[src/rtl/uart_rx.sv]
// uart_rx: 8N1 UART receiver.
// The serial line is synchronized, the start bit is qualified at half-bit,
// and each data/stop bit is sampled one full bit period after the previous one.
// Good frames update data_out with a one-cycle rx_done pulse. A low stop bit
// gives a one-cycle frame_err pulse and parks the receiver until the line
// returns high, so that a held-low line (break) cannot start spurious frames.
module uart_rx #(
    parameter int CLKS_PER_BIT = 501
) (
    input  logic       clk,
    input  logic       reset,
    input  logic       rxd,
    output logic [7:0] data_out,
    output logic       rx_done,
    output logic       frame_err,
    output logic       rx_busy
);

    localparam int HALF_BIT = CLKS_PER_BIT / 2;
    localparam int CNT_W    = $clog2(CLKS_PER_BIT);

    localparam logic [CNT_W-1:0] CNT_ZERO      = CNT_W'(0);
    localparam logic [CNT_W-1:0] CNT_ONE       = CNT_W'(1);
    localparam logic [CNT_W-1:0] CNT_HALF_LAST = CNT_W'(HALF_BIT - 1);
    localparam logic [CNT_W-1:0] CNT_BIT_LAST  = CNT_W'(CLKS_PER_BIT - 1);

    typedef enum logic [2:0] {
        S_IDLE  = 3'd0,
        S_START = 3'd1,
        S_DATA  = 3'd2,
        S_STOP  = 3'd3,
        S_BREAK = 3'd4
    } state_t;

    state_t           state_q,     state_d;
    logic [CNT_W-1:0] cnt_q,       cnt_d;
    logic [2:0]       idx_q,       idx_d;
    logic [7:0]       shift_q,     shift_d;
    logic [7:0]       data_out_q,  data_out_d;
    logic             rx_done_q,   rx_done_d;
    logic             frame_err_q, frame_err_d;
    logic             rx_busy_q,   rx_busy_d;
    logic             sync1_q,     sync1_d;
    logic             sync2_q,     sync2_d;
    logic             rxd_s;

    assign rxd_s     = sync2_q;
    assign data_out  = data_out_q;
    assign rx_done   = rx_done_q;
    assign frame_err = frame_err_q;
    assign rx_busy   = rx_busy_q;

    // Synchronizer inputs: the line moves one flop per clock.
    always_comb begin
        sync1_d = rxd;
        sync2_d = sync1_q;
    end

    // Two-flop synchronizer; resets to the idle-high line level.
    always_ff @(posedge clk or negedge reset) begin
        if (!reset) begin
            sync1_q <= 1'b1;
            sync2_q <= 1'b1;
        end else begin
            sync1_q <= sync1_d;
            sync2_q <= sync2_d;
        end
    end

    // Next-state logic: bit timing, shifting, and the one-cycle result pulses.
    always_comb begin
        state_d     = state_q;
        cnt_d       = cnt_q;
        idx_d       = idx_q;
        shift_d     = shift_q;
        data_out_d  = data_out_q;
        rx_done_d   = 1'b0;
        frame_err_d = 1'b0;

        case (state_q)
            S_IDLE: begin
                cnt_d = CNT_ZERO;
                if (!rxd_s) begin
                    state_d = S_START;
                end else begin
                    state_d = S_IDLE;
                end
            end

            S_START: begin
                if (cnt_q == CNT_HALF_LAST) begin
                    cnt_d = CNT_ZERO;
                    idx_d = 3'd0;
                    if (!rxd_s) begin
                        state_d = S_DATA;
                    end else begin
                        // Line went back high before mid start bit: a glitch.
                        state_d = S_IDLE;
                    end
                end else begin
                    cnt_d = cnt_q + CNT_ONE;
                end
            end

            S_DATA: begin
                if (cnt_q == CNT_BIT_LAST) begin
                    cnt_d          = CNT_ZERO;
                    shift_d[idx_q] = rxd_s;
                    if (idx_q == 3'd7) begin
                        state_d = S_STOP;
                    end else begin
                        idx_d = idx_q + 3'd1;
                    end
                end else begin
                    cnt_d = cnt_q + CNT_ONE;
                end
            end

            S_STOP: begin
                if (cnt_q == CNT_BIT_LAST) begin
                    cnt_d = CNT_ZERO;
                    if (rxd_s) begin
                        data_out_d = shift_q;
                        rx_done_d  = 1'b1;
                        state_d    = S_IDLE;
                    end else begin
                        frame_err_d = 1'b1;
                        state_d     = S_BREAK;
                    end
                end else begin
                    cnt_d = cnt_q + CNT_ONE;
                end
            end

            S_BREAK: begin
                cnt_d = CNT_ZERO;
                if (rxd_s) begin
                    state_d = S_IDLE;
                end else begin
                    state_d = S_BREAK;
                end
            end

            default: begin
                state_d = S_IDLE;
                cnt_d   = CNT_ZERO;
                idx_d   = 3'd0;
            end
        endcase

        rx_busy_d = (state_d != S_IDLE);
    end

    // Receiver state and registered outputs; reset abandons any frame silently.
    always_ff @(posedge clk or negedge reset) begin
        if (!reset) begin
            state_q     <= S_IDLE;
            cnt_q       <= CNT_ZERO;
            idx_q       <= 3'd0;
            shift_q     <= 8'h00;
            data_out_q  <= 8'h00;
            rx_done_q   <= 1'b0;
            frame_err_q <= 1'b0;
            rx_busy_q   <= 1'b0;
        end else begin
            state_q     <= state_d;
            cnt_q       <= cnt_d;
            idx_q       <= idx_d;
            shift_q     <= shift_d;
            data_out_q  <= data_out_d;
            rx_done_q   <= rx_done_d;
            frame_err_q <= frame_err_d;
            rx_busy_q   <= rx_busy_d;
        end
    end

endmodule

[config.mk]
export PLATFORM = sky130hd
export DESIGN_NAME = uart_rx
export DESIGN_NICKNAME = d
export VERILOG_FILES = /design/src/rtl/uart_rx.sv
export SDC_FILE = /design/constraint.sdc
export NUM_CORES = 1
export LEC_CHECK = 0
export BUFFER_PORTS_ARGS = -buffer_cell sky130_fd_sc_hd__buf_2
export CORE_MARGIN = 2
export CORE_UTILIZATION = 42
export CTS_CLUSTER_DIAMETER = 200
export DETAILED_ROUTE_END_ITERATION = 10
export PLACE_DENSITY_LB_ADDON = 0.05
export SLEW_MARGIN = 20
export SYNTH_ARGS = -nofsm -noshare
export SYNTH_HDL_FRONTEND = slang
export SYNTH_SLANG_ARGS = --single-unit
export TNS_END_PERCENT = 30
[constraint.sdc]
create_clock -name clk -period 3.5 [get_ports clk]
set_clock_uncertainty 0.1 [all_clocks]
set_input_delay 0.7 -clock clk [delete_from_list [all_inputs] [get_ports clk]]
set_output_delay 0.7 -clock clk [all_outputs]
set_load 0.02 [all_outputs]
Yosys cells after proc, flatten, opt, wreduce, memory -nomap -nowiden --
Cells that the tools add are included.
Storage, ports and cells: register bits 36, bits of input ports 3, logic and storage cells 57, output and inout bits 11
Cells by class: $lt $le $gt $ge 2, equality and inequality tests 10, reductions and logical operators 8, muxes and demuxes 24, bitwise logic cells 1, add/subtract/negate cells 2
Operators with widths (count):
- 2-to-1 mux 3 bit | 8
- 2-to-1 mux 9 bit | 2
- case mux 9 bit (2 select lines) | 1
- case mux 3 bit (5 select lines) | 1
- adder 9 x 1 -> 9 bit, second input constant | 1
- == test 9 x 8 -> 1 bit, second input constant | 1
- == test 9 bit, second input constant | 1
- case mux 3 bit (3 select lines) | 1
- bitwise mux 8 bit | 1
- 2-to-1 mux 1 bit | 8
- == test 3 x 2 -> 1 bit, second input constant | 2
- == test 3 bit, second input constant | 2
- != test 2 bit, second input constant | 3
- less-than comparator 3 x 4 -> 1 bit, second input constant | 1
- AND reduction 4 bit | 1
- adder 3 x 1 -> 3 bit, second input constant | 1
- demux 1 bit (select 3 bit) | 1
- == test 3 x 1 -> 1 bit, second input constant | 1
- >= comparator 3 x 1 -> 1 bit, second input constant | 1
- zero test 3 bit | 1
- AND reduction 3 bit | 1
- nonzero test 3 bit | 1
- OR reduction 3 bit | 1
- 2-to-1 mux 2 bit | 1
- other kinds (4) | 4

Depth between registers and ports, before layout --
depth after elaboration 5, mapped depth 7, gate-level depth less buffers 6

Worst setup path before layout --
No wires, ideal clock.
kind register to register, start point reg cnt_q[0], end point reg shift_q[6], library setup time 0.125 ns, data required time 3.275 ns, data arrival time 1.595 ns, clock period less this slack 1.820 ns, buffers on the path 0, slack 1.680 ns, stages on the path, launching flop included 7, cell sequence dfrtp_1 > inv_1 > ha_1 > nand4b_1 > nor4b_4 > nand3_2 > mux2_4
On the way: cells in the longest elaborated chain, start to end 2
RTL lines:
- from (decl) | RTL line 36 | logic [CNT_W-1:0] cnt_q, cnt_d;
- from (signal assigned) | RTL line 167 | cnt_q <= cnt_d;
- == test 9 bit | RTL line 106 | if (cnt_q == CNT_BIT_LAST) begin
- AND reduction 2 bit (no source line)
- to (signal assigned) | RTL line 169 | shift_q <= shift_d;
- to (decl) | RTL line 38 | logic [7:0] shift_q, shift_d;
Every way passes these cells. A chain may end at the register's enable or synchronous reset.

Worst setup path after layout --
start point reg cnt_q[0], end point reg data_out_q[0], in the netlist data_out[0]
On the way: cells in the longest elaborated chain, start to end 2
RTL lines:
- == test 9 bit | RTL line 120 | if (cnt_q == CNT_BIT_LAST) begin
- AND reduction 3 bit (no source line)
- to (signal assigned) | RTL line 170 | data_out_q <= data_out_d;
- to (decl) | RTL line 39 | logic [7:0] data_out_q, data_out_d;
Every way passes these cells.

==> results.md <==
Run status:
- The run finished with clean final reports.

Floorplan:
- The initial core utilization is a little over two fifths.
- The core box area is ~0.004 mm2.
- After floorplanning, the core was divided into 23 placement rows.
- For this design the top-level I/O count stands at 14.
- The height of the die is around 68 um.
- The chip width is approximately 68 um.
- The floorplan step defined a die boundary enclosing 0.00465 mm2.

Timing:
- Once routing completed, OpenROAD measured the worst setup slack at approximately 1500 ps.
- The worst path uses between 50% and 60% of the clock period.
- Setup repair after global routing left no endpoint under its margin.
- The final count of hold timing violations came to 0.
- Setup total negative slack on the finished layout was measured at 0 ps.
- The transition time at the pin with the least slew margin is approximately 770 ps.
- The number of max-slew violations in the final report was 0.
- The fmax is 491 MHz.
- Counting I/O delays and the setup requirement, the final critical path takes between 2000 and 2500 ps.
- The headroom to the max-slew limit is between 40% and 50%.
- The worst hold slack after final layout is approximately 260 ps.
- Setup violations remaining at the end of the flow were counted as 0.

Critical path:
- In this run the critical register-to-register path is captured at data_out[0].
- The worst setup path category is reg2reg.
- The kind of launch point of the worst setup path is a flip-flop.
- The kind of end point of the critical path is a flip-flop.
- The startpoint of the worst-slack reg-to-reg timing path is cnt_q[0].
- Measured in cells, the most critical reg-to-reg path has a length of 6.
- The largest fanout on the critical path is 8.
- For the worst setup path, the data required time is roughly 3600 ps.
- Data on the critical path arrives at its endpoint at approximately 2100 ps.
- The slack of the worst reg-to-reg path is between 1000 and 1500 ps.

Synthesis:
- The number of warning messages in the yosys log is 0.
- Synthesis inferred 36 register bits.
- The unique cell type count in the Yosys netlist is 40.
- The number of instances in the synthesized netlist is ~150.
- The share of the synthesized area in the top cell type is 49.1%.
- The largest total area in the synthesized netlist belongs to dfrtp_1.
- A synthesized cell averages approximately 12 um2.
- The number of enable flip-flop cells after synthesis is 0.
- Of the synthesized area, sequential elements account for 52.2%.
- The post-synth net total is ~150.
- The cell area that synthesis handed to floorplanning was ~0.0017 mm2.
- In the synthesized netlist the dominant register cell turns out to be dfrtp_1.
- Sorting the synthesized cells by area gives the leading types as dfrtp_1, mux2_1, nor2_1.
- The fraction of registers with async set/reset is between 90% and 100%.

CTS:
- The CTS clock-pin slew for the worst setup and hold paths is roughly 70 ps.
- Post-CTS timing repair inserted 0 buffers for setup.
- The buffer type at the clock tree root is clkbuf_8.
- The clock sink count is 36.
- In this run, CTS created clock tree buffers numbering 5.
- TritonCTS built the clock tree.
- The number of buffers inserted by hold repair at cts is 0.
- After clock tree synthesis, the repair step resized 0 gates.
- The insertion delay of the later-clocked pin in the worst-skew pair is 290 ps.
- The count of H-tree levels built during CTS is 2.
- In this run the deepest clock path goes through 2 buffers.

Placement:
- Prior to clock tree synthesis, the placed netlist has a worst setup slack of approximately 1500 ps.
- Routability-driven placement finished with a final weighted congestion of 0.769.
- Input and output buffers added on the ports amount to 13.
- The final HPWL from detailed placement is 2.07 mm.

Global routing:
- The wire length of the first global-routing pass is 4.85 mm.
- The leftover overflow at the end of global routing is 0.
- The number of antenna violations at the first check in global routing came to 0.
- The total routing resource utilization after global routing is 14.4%.
- The maximum number of pins on one net before global-route repair is 37.
- The via count of the first global-routing pass is ~1000.

Hold path:
- The worst hold endpoint is rxd_s.
- The startpoint identified for the worst hold timing path is sync1_q.
- The worst hold path stage count is 0.
- The min-delay analysis places its worst path in the category reg2reg.

Pwr:
- For this design the static power due to leakage is about 0.92 nW.
- VDD sags by at most ~0.22 mV.
- The power per cell area is about 370 mW/mm2.

Detailed routing:
- The aggregate routed wire length is about 2.9 mm.
- Detailed routing inserted a total of 1116 vias.
- The DRC violation count after routing is 0.
- The first detailed-routing pass ran for 4 iterations.
- The per-cell routed wire length is around 14 um.
- The remaining number of nets flagged by the antenna check after routing is 0.
- The detailed router's first-iteration violation count is 59.
- The via-per-instance ratio is 5.24.

Final layout:
- Measured on the finished design, the core utilization comes to between 40% and 50%.
- The count of nets after finishing is 170.
- The post-synthesis to final-layout area growth is 11.3%.
- The repair_antennas step left the layout with diodes totalling 0.
- The fraction of final layout cells sized beyond drive strength 1 is 20.2%.

Run:
- The max-cap check violation count is 0.
## stage by stage
step	instances	instance area, um2	power [mW]
floorplan	145	1730	0.429
global placement	205	1850	0.438
detailed placement	205	1850	0.439
CTS	213	1930	0.722
global route	213	1930	0.749
finish	213	1930	0.709
## power by group
part | total [mW] | switching [mW] | internal, mW
combinational | 0.00882 | 0.00782 | 0.00100
clock | 0.279 | 0.139 | 0.140
sequential | 0.421 | 0.00283 | 0.418
## layout by cell type (no fill, tap or decap), types with 2 or more instances in the layout
cell type,n
nand3_1,4
dfrtp_1,34
xor2_1,3
nand2_1,10
mux2_2,4
clkbuf_8,5
nand4_4,2
o21ai_0,2
nor2b_1,3
buf_2,13
mux2i_1,2
mux2_1,11
nor2_1,17
a21oi_1,3
nand2b_1,2
inv_1,8
clkbuf_1,2
a21o_1,2
xnor2_1,4
nand4b_1,2
dfstp_2,2
ha_1,5
nand4_1,4
## layout make-up
cell class,instances,area (um2)
fillers,372,2040
flip-flops and latches,36,903
repair buffers,13,65.1
clock inverters,1,5.00
well taps,50,62.6
clock buffers,7,76.3
multi-input cells,98,786
inverters,8,30.0
## synthesized netlist by cell type (2+ instances only)
library cell and instances:
nand2b_1 2, xnor2_1 4, inv_1 8, o21ai_0 2, mux2_2 4, nor2b_1 3, mux2i_1 2, dfstp_2 2
xor2_1 3, nor2_1 17, mux2_1 11, clkbuf_1 2, nand3_1 4, nand4b_1 2, nand4_1 4, nand2_1 10
ha_1 5, a21oi_1 3, dfrtp_1 34, a21o_1 2, nand4_4 2
## worst max-delay path, stage by stage, from the launching register on
cell      delay (ps)
dfrtp_1          430
inv_1             80
ha_1             160
nand4b_1         240
nor2_4           290
nand4_4          230
mux2_1           380
## flip-flops by register name (all words and copies together) (netlist names)
register and cells:
rx_busy 1, state_q 3, sync1_q 1, rx_done 1, frame_err 1, cnt_q 9
idx_q 3, rxd_s 1, shift_q 8, data_out 8
## cells by family after synthesis
group           after synthesis  share of synthesized area (%)
compound gates               13                           5.71
buf+inv                      11                           2.46
xor+xnor                      7                           3.54
simple gates                 55                           20.7
fa+ha+maj                     5                           3.61
flops                        36                           52.2
mux                          18                           11.8
## per-layer routing
layer / vias up / track usage, % / part of all wire (%)
li1: 542 / - / -
met1: 552 / 18.1 / 46
met5: - / 0 / 0
met2: 16 / 22.7 / 49
met4: 0 / 6.00 / 1.8
met3: 6 / 4.93 / 3.9
## worst max-delay path by stage
stage	start	to	slack, ps	cells after the start
6_report	cnt_q[0]	data_out[0]	1460	6
2_1_floorplan	cnt_q[0]	shift_q[6]	1680	6
5_1_grt	cnt_q[0]	data_out[0]	1320	6
3_5_place_dp	cnt_q[0]	data_out[2]	1450	6
3_3_place_gp	cnt_q[0]	data_out[4]	1510	6
4_1_cts	cnt_q[0]	data_out[0]	1450	6
Power figures use the tool's default switching activity.
